## src/rtl/fuzzy_pkg.sv

```systemverilog
// Shared types and constants for the fuzzy inference / defuzzification blocks.
package fuzzy_pkg;

  typedef logic [15:0]        mu_t;
  typedef logic signed [15:0] crisp_t;

  localparam int NUM_W     = 35;
  localparam int DEN_W     = 18;
  localparam int DIV_ITERS = 33;
  localparam int LATENCY   = 38;

  typedef enum logic [2:0] {IDLE, MAC, DIV, FIX, DONE} defuzz_state_t;

  // Applies the sign to an unsigned magnitude and clamps to the 16-bit signed range.
  function automatic crisp_t sat_crisp(input logic neg, input logic ovf,
                                       input logic [DIV_ITERS:0] mag);
    crisp_t res;
    if (neg) begin
      if (ovf || (mag > (DIV_ITERS+1)'(32768))) res = crisp_t'(16'h8000);
      else                                      res = crisp_t'(~mag[15:0] + 16'd1);
    end else begin
      if (ovf || (mag > (DIV_ITERS+1)'(32767))) res = crisp_t'(16'h7FFF);
      else                                      res = crisp_t'(mag[15:0]);
    end
    return res;
  endfunction

endpackage

```

## src/rtl/seq_udiv.sv

```systemverilog
// Iterative restoring unsigned divider, one quotient bit per cycle, MSB first.
// The first iteration runs in the start cycle directly on the input operands.
module seq_udiv #(
  parameter int N_W = 33,
  parameter int D_W = 18
) (
  input  logic           clk,
  input  logic           rst_n,
  input  logic           start,
  input  logic [N_W-1:0] dividend,
  input  logic [D_W-1:0] divisor,
  output logic           busy,
  output logic           done,
  output logic [N_W-1:0] quotient,
  output logic [D_W-1:0] remainder
);

  localparam int CNT_W = $clog2(N_W + 1);

  logic [N_W-1:0]   q_reg, q_src, q_next;
  logic [D_W-1:0]   r_reg, r_src, r_next;
  logic [D_W-1:0]   d_reg, d_src;
  logic [D_W:0]     trial;
  logic [D_W-1:0]   diff;
  logic             ge;
  logic [CNT_W-1:0] cnt;

  always_comb begin
    q_src  = start ? dividend : q_reg;
    r_src  = start ? '0 : r_reg;
    d_src  = start ? divisor : d_reg;
    trial  = {r_src, q_src[N_W-1]};
    ge     = (trial >= {1'b0, d_src});
    // When ge holds the true difference is below the divisor, so the low bits suffice.
    diff   = trial[D_W-1:0] - d_src;
    r_next = ge ? diff : trial[D_W-1:0];
    q_next = {q_src[N_W-2:0], ge};
  end

  always_ff @(posedge clk or negedge rst_n) begin
    if (!rst_n) begin
      q_reg <= '0;
      r_reg <= '0;
      d_reg <= '0;
      cnt   <= '0;
      busy  <= 1'b0;
    end else if (start) begin
      q_reg <= q_next;
      r_reg <= r_next;
      d_reg <= divisor;
      cnt   <= CNT_W'(N_W - 1);
      busy  <= 1'b1;
    end else if (busy) begin
      q_reg <= q_next;
      r_reg <= r_next;
      cnt   <= cnt - CNT_W'(1);
      if (cnt == CNT_W'(1)) busy <= 1'b0;
    end
  end

  assign done      = busy && (cnt == CNT_W'(1));
  assign quotient  = q_reg;
  assign remainder = r_reg;

endmodule

```

## src/rtl/defuzz_wavg.sv

```systemverilog
// Zero-order Sugeno defuzzifier: y = sum(w_i*C_i) / sum(w_i) over four rules.
// Define DEFUZZ_ROUND_EN to round half away from zero instead of truncating.
module defuzz_wavg
  import fuzzy_pkg::*;
#(
  parameter crisp_t C_NN   = -16'sd16384,
  parameter crisp_t C_NP   = -16'sd8192,
  parameter crisp_t C_PN   = 16'sd8192,
  parameter crisp_t C_PP   = 16'sd16384,
  parameter crisp_t Y_ZERO = 16'sd0
) (
  input  logic        clk,
  input  logic        rst_n,
  input  logic        in_valid,
  output logic        in_ready,
  input  logic [15:0] w_nn,
  input  logic [15:0] w_np,
  input  logic [15:0] w_pn,
  input  logic [15:0] w_pp,
  output logic        out_valid,
  input  logic        out_ready,
  output logic [15:0] y,
  output logic        zero_w
);

  defuzz_state_t state, state_nxt;

  mu_t                     w_q [4];
  logic [1:0]              mac_idx;
  logic signed [NUM_W-1:0] num;
  logic [DEN_W-1:0]        den;
  logic                    den_zero;
  logic                    accept;

  mu_t                     w_sel;
  crisp_t                  c_sel;
  logic signed [32:0]      prod;

  logic                    num_neg, num_ovf;
  logic [DIV_ITERS-1:0]    num_mag;
  logic                    div_start, div_busy, div_done;
  logic [DIV_ITERS-1:0]    div_quo;
  logic [DEN_W-1:0]        div_rem;
  logic [DIV_ITERS:0]      fix_mag;
  crisp_t                  y_nxt;

  assign accept    = in_valid && in_ready;
  assign in_ready  = (state == IDLE);
  assign out_valid = (state == DONE);

  always_ff @(posedge clk or negedge rst_n) begin
    if (!rst_n) state <= IDLE;
    else        state <= state_nxt;
  end

  always_comb begin
    state_nxt = state;
    case (state)
      IDLE: if (accept) state_nxt = MAC;
      MAC:  if (mac_idx == 2'd3) state_nxt = DIV;
      DIV:  if (div_done) state_nxt = FIX;
      FIX:  state_nxt = DONE;
      DONE: if (out_ready) state_nxt = IDLE;
      default: state_nxt = IDLE;
    endcase
  end

  always_comb begin
    w_sel = w_q[mac_idx];
    case (mac_idx)
      2'd0:    c_sel = C_NN;
      2'd1:    c_sel = C_NP;
      2'd2:    c_sel = C_PN;
      default: c_sel = C_PP;
    endcase
    prod = $signed({1'b0, w_sel}) * c_sel;
  end

  // Divider works on the magnitude; the sign of num is reapplied in FIX.
  always_comb begin
    num_neg = num[NUM_W-1];
    num_ovf = num[NUM_W-1] ^ num[NUM_W-2];
    num_mag = num_neg ? (~num[DIV_ITERS-1:0] + DIV_ITERS'(1)) : num[DIV_ITERS-1:0];
  end

  assign div_start = (state == DIV) && !div_busy;

  seq_udiv #(
    .N_W (DIV_ITERS),
    .D_W (DEN_W)
  ) u_div (
    .clk       (clk),
    .rst_n     (rst_n),
    .start     (div_start),
    .dividend  (num_mag),
    .divisor   (den),
    .busy      (div_busy),
    .done      (div_done),
    .quotient  (div_quo),
    .remainder (div_rem)
  );

`ifdef DEFUZZ_ROUND_EN
  logic round_up;
  assign round_up = ({div_rem, 1'b0} >= {1'b0, den});
  assign fix_mag  = {1'b0, div_quo} + {{DIV_ITERS{1'b0}}, round_up};
`else
  logic unused_rem;
  assign unused_rem = ^div_rem;
  assign fix_mag    = {1'b0, div_quo};
`endif

  assign y_nxt = den_zero ? Y_ZERO : sat_crisp(num_neg, num_ovf, fix_mag);

  always_ff @(posedge clk or negedge rst_n) begin
    if (!rst_n) begin
      w_q      <= '{default: '0};
      mac_idx  <= '0;
      num      <= '0;
      den      <= '0;
      den_zero <= 1'b0;
      y        <= '0;
      zero_w   <= 1'b0;
    end else begin
      if (accept) begin
        w_q     <= '{w_nn, w_np, w_pn, w_pp};
        mac_idx <= '0;
        num     <= '0;
        den     <= '0;
      end
      if (state == MAC) begin
        num     <= num + NUM_W'(prod);
        den     <= den + DEN_W'(w_sel);
        mac_idx <= mac_idx + 2'd1;
      end
      if (div_start) den_zero <= (den == '0);
      if (state == FIX) begin
        y      <= y_nxt;
        zero_w <= den_zero;
      end
    end
  end

endmodule
```

## config.mk

```make
export PLATFORM = sky130hd
export DESIGN_NAME = defuzz_wavg
export DESIGN_NICKNAME = d
export VERILOG_FILES = /design/src/rtl/fuzzy_pkg.sv /design/src/rtl/seq_udiv.sv /design/src/rtl/defuzz_wavg.sv
export SDC_FILE = /design/constraint.sdc
export NUM_CORES = 1
export LEC_CHECK = 0
export CORE_MARGIN = 5
export CORE_UTILIZATION = 50
export DETAILED_ROUTE_END_ITERATION = 12
export GPL_ROUTABILITY_DRIVEN = 0
export GPL_TIMING_DRIVEN = 0
export PLACE_DENSITY = 0.72
export RECOVER_POWER = 100
export SLEW_MARGIN = 40
export SYNTH_ARGS = -nofsm -noshare
export SYNTH_HDL_FRONTEND = slang
export SYNTH_SLANG_ARGS = --single-unit
export TNS_END_PERCENT = 30
```

## constraint.sdc

```tcl
create_clock -name clk -period 6.7 [get_ports clk]
set_input_delay 1.675 -clock clk [delete_from_list [all_inputs] [get_ports clk]]
set_output_delay 1.675 -clock clk [all_outputs]
set_load 0.02 [all_outputs]
```

==> qor.yml <==
outcome:
  violations: "capacitance limit, slew limit"
  status: "finished, violations left"
run:
  drv_cap: 2
final_layout:
  fin_nets: 1922
  nFillCells: 2489
  final_cell_area_um2: 16200
  syn_to_final_growth_pct: 15.3
  final_core_util: 0.584
  antenna_cells: 0
  drive_gt1_frac: 0.0548
  largest_register: "w_q"
  largest_reg_flops: 64
floorplanning:
  dieArea_um2: 31600
  initial_core_util: 0.506
  fp.coreArea_um2: 27800
  fp.dieH_um: 178
  num_rows: 61
  die_x_um: 178
  io-pin-count: 87
synth:
  synth_edf_count: 0
  synth_top_area_frac: 0.361
  ys_warn_count: 0
  synth_seq_area_share: 0.361
  ys.flop_type: "dfrtp_1"
  syn_area_um2: 14100
  ys_ff_latch: 203
  syn-mean-instance-area_um2: 8.97
  syn_nets: 1807
  synth_area_leaders: "dfrtp_1 (36%), ha_1 (12%), nand2_1 (9.2%), fa_1 (4.7%), o21ai_0 (3.7%)"
  synth_cell_types: 71
  ys_async_sr_fraction: 1.00
  yosys.area.top_type: "dfrtp_1"
  synth_cells: 1567
worst_hold_path:
  min_path_type: "reg2reg"
  whs_path_depth: 2
  hp-start: "y[8]$_DFFE_PN0P_"
drt:
  first_pass_iters: 5
  routedWlPerCell_um: 17.1
  antenna_left: 0
  drc: 0
  vias: 11700
  drt_first_iter_violations: 766
  drt-total-wl_um: 35500
  vias_per_cell: 5.63
placed_design:
  dpl.hpwl_um: 27000
  preCtsSetupSlack_ns: -1.01
  placed_cell_area_um2: 15500
  port_buffers: 86
timing:
  setup_violations: 0
  finalHoldViolations: 0
  fin_ws_ns: 0.318
  worst_slew_pin_slew_ns: 3.29
  finalMaxSlewViolations: 120
  relSlewSlack: -1.19
  fmax_mhz: 157
  period_share: 0.952
  finalCriticalPeriod_ns: 6.38
  clock_skew_ns: 0.0156
  fin_setup_tns_ns: 0
  rsz0062_at_grt: "false"
cts:
  clk_pin_slew_worst_paths_ns: 0.06
  cts_tree: "yes"
  clock_latency_ns: 0.53
  cts_buffer_depth: 3
  cts.sinks: 203
  cts_buffers: 24
  htreeDepth: 1
  cts-root-buf: "clkbuf_16"
setup_path:
  crit_arrival_ns: 6.78
  path_max_fanout: 19
  critPathLaunch: "mac_idx[0]$_DFFE_PN0P_"
  r2r_cells: 22
  crit_path_end_kind: "flip-flop"
  cp-start-kind: "flip-flop"
  r2r-start: "mac_idx[0]$_DFFE_PN0P_"
  critPathKind: "reg2reg"
  cp.required_ns: 7.10
global_route:
  grt_max_degree: 69
  grt.overflow.total: 0
  grt_pass1_vias: 11600
  antenna_found_initial: 0
  grt_pass1_wl_um: 59700
  track_usage: 0.230
[layout make-up]
cell class	instances	area [um2]	share of cell area
Tap cell	378	473	0.0292
Buffer	74	308	0.0190
Clock inverter	6	90.1	0.00555
Clock buffer	34	679	0.0419
Inverter	85	319	0.0197
Multi-Input combinational cell	1201	8350	0.515
Sequential cell	203	5080	0.313
Timing Repair Buffer	93	922	0.0569
[logic make-up after synthesis]
kind of cell    count (synthesis)  synth area share
simple gates                  610             0.197
compound gates                307             0.136
flops                         203             0.361
fa+ha+maj                     172             0.171
buf+inv                       163            0.0453
xor+xnor                       67            0.0417
mux                            45            0.0480
[through the flow]
step	cells	hold WS (ns)
after floorplan	1567	0.440
after global placement	2031	0.453
after detailed placement	2036	0.459
after CTS	2077	0.472
after global routing	2074	0.482
final	2074	0.468
[Yosys cell counts (3+ instances only)]
master,n
fa_1,33
dfrtp_1,203
o211ai_1,11
nand4_1,9
a31oi_1,11
a32o_1,4
nand2b_1,20
ha_1,139
buf_2,5
xnor2_1,36
nand3_1,35
and2_1,23
xor2_1,31
nand2_1,343
o21a_1,9
clkbuf_1,68
o21bai_1,5
a22oi_1,7
inv_1,85
a211oi_1,7
nor4_1,12
mux2i_1,22
o21ai_1,20
a221o_1,3
or2_2,15
mux2_2,5
and3_1,11
o41ai_1,3
nor3b_1,3
a32oi_1,4
mux4_2,16
or4_1,5
nor2b_1,9
a21oi_1,59
nor2_1,72
nand3b_1,4
or3_1,17
a21o_1,15
o31ai_1,21
o21ai_0,103
nor3_1,22
[critical path, stage by stage, from the launching register on]
cell	delay [ns]
dfrtp_1	0.43
buf_8	0.26
mux4_2	0.58
or2_2	0.31
fa_1	0.53
inv_1	0.04
ha_1	0.28
ha_1	0.30
ha_1	0.29
inv_1	0.05
fa_1	0.49
inv_1	0.06
fa_1	0.45
ha_1	0.37
nor3_1	0.06
o21bai_1	0.25
o41ai_4	0.16
o31ai_2	0.34
clkbuf_1	0.23
a21oi_1	0.11
o21ai_0	0.31
mux2i_1	0.23
nand3_1	0.09
[final timing paths]
| check | slack [ns] | end |
|---|---|---|
| worst max-delay path | 0.32 | num[34]$_DFFE_PN0P_ |
| worst min-delay path | 0.47 | y[8]$_DFFE_PN0P_ |
| worst max register to register | 0.32 | num[34]$_DFFE_PN0P_ |
| worst min register to register | 0.47 | y[8]$_DFFE_PN0P_ |
| max in group asynchronous | 1.29 | u_div.d_reg[12]$_DFF_PN0_ |
| min in group asynchronous | 1.41 | num[30]$_DFFE_PN0P_ |
[layout by cell type, fill, tap and decap left out, types with 21 or more instances in the layout]
cell,n
o31ai_1,21
nor3_1,23
o21ai_0,117
clkbuf_16,25
fa_1,33
inv_1,85
nand2_1,343
dlygate4sd3_1,21
mux2i_1,22
nor2_1,71
a21oi_1,59
clkdlybuf4s50_1,64
dfrtp_1,203
nand3_1,35
clkbuf_1,77
xnor2_1,36
xor2_1,31
ha_1,138
[timing repair]
| item | CTS | global route |
|---|---|---|
| endpoints found under the hold margin | 0 | 0 |
| resized for setup | 15 | 6 |
| hold buffers | 0 | 0 |
| endpoints found under the setup margin | 14 | 8 |
| buffers inserted | 1 | 1 |
| pin swaps | 1 | 3 |
[metal layers]
layer | GRT usage | share of wire | vias up
li1 | - | - | 5641
met1 | 0.328 | 0.45 | 5608
met4 | 0.0706 | 0.031 | 0
met3 | 0.0264 | 0.056 | 66
met5 | 0 | 0 | -
met2 | 0.371 | 0.47 | 353
Power is not shown: default switching activity piles up to over one toggle a cycle in this logic, so the estimate is an artifact.
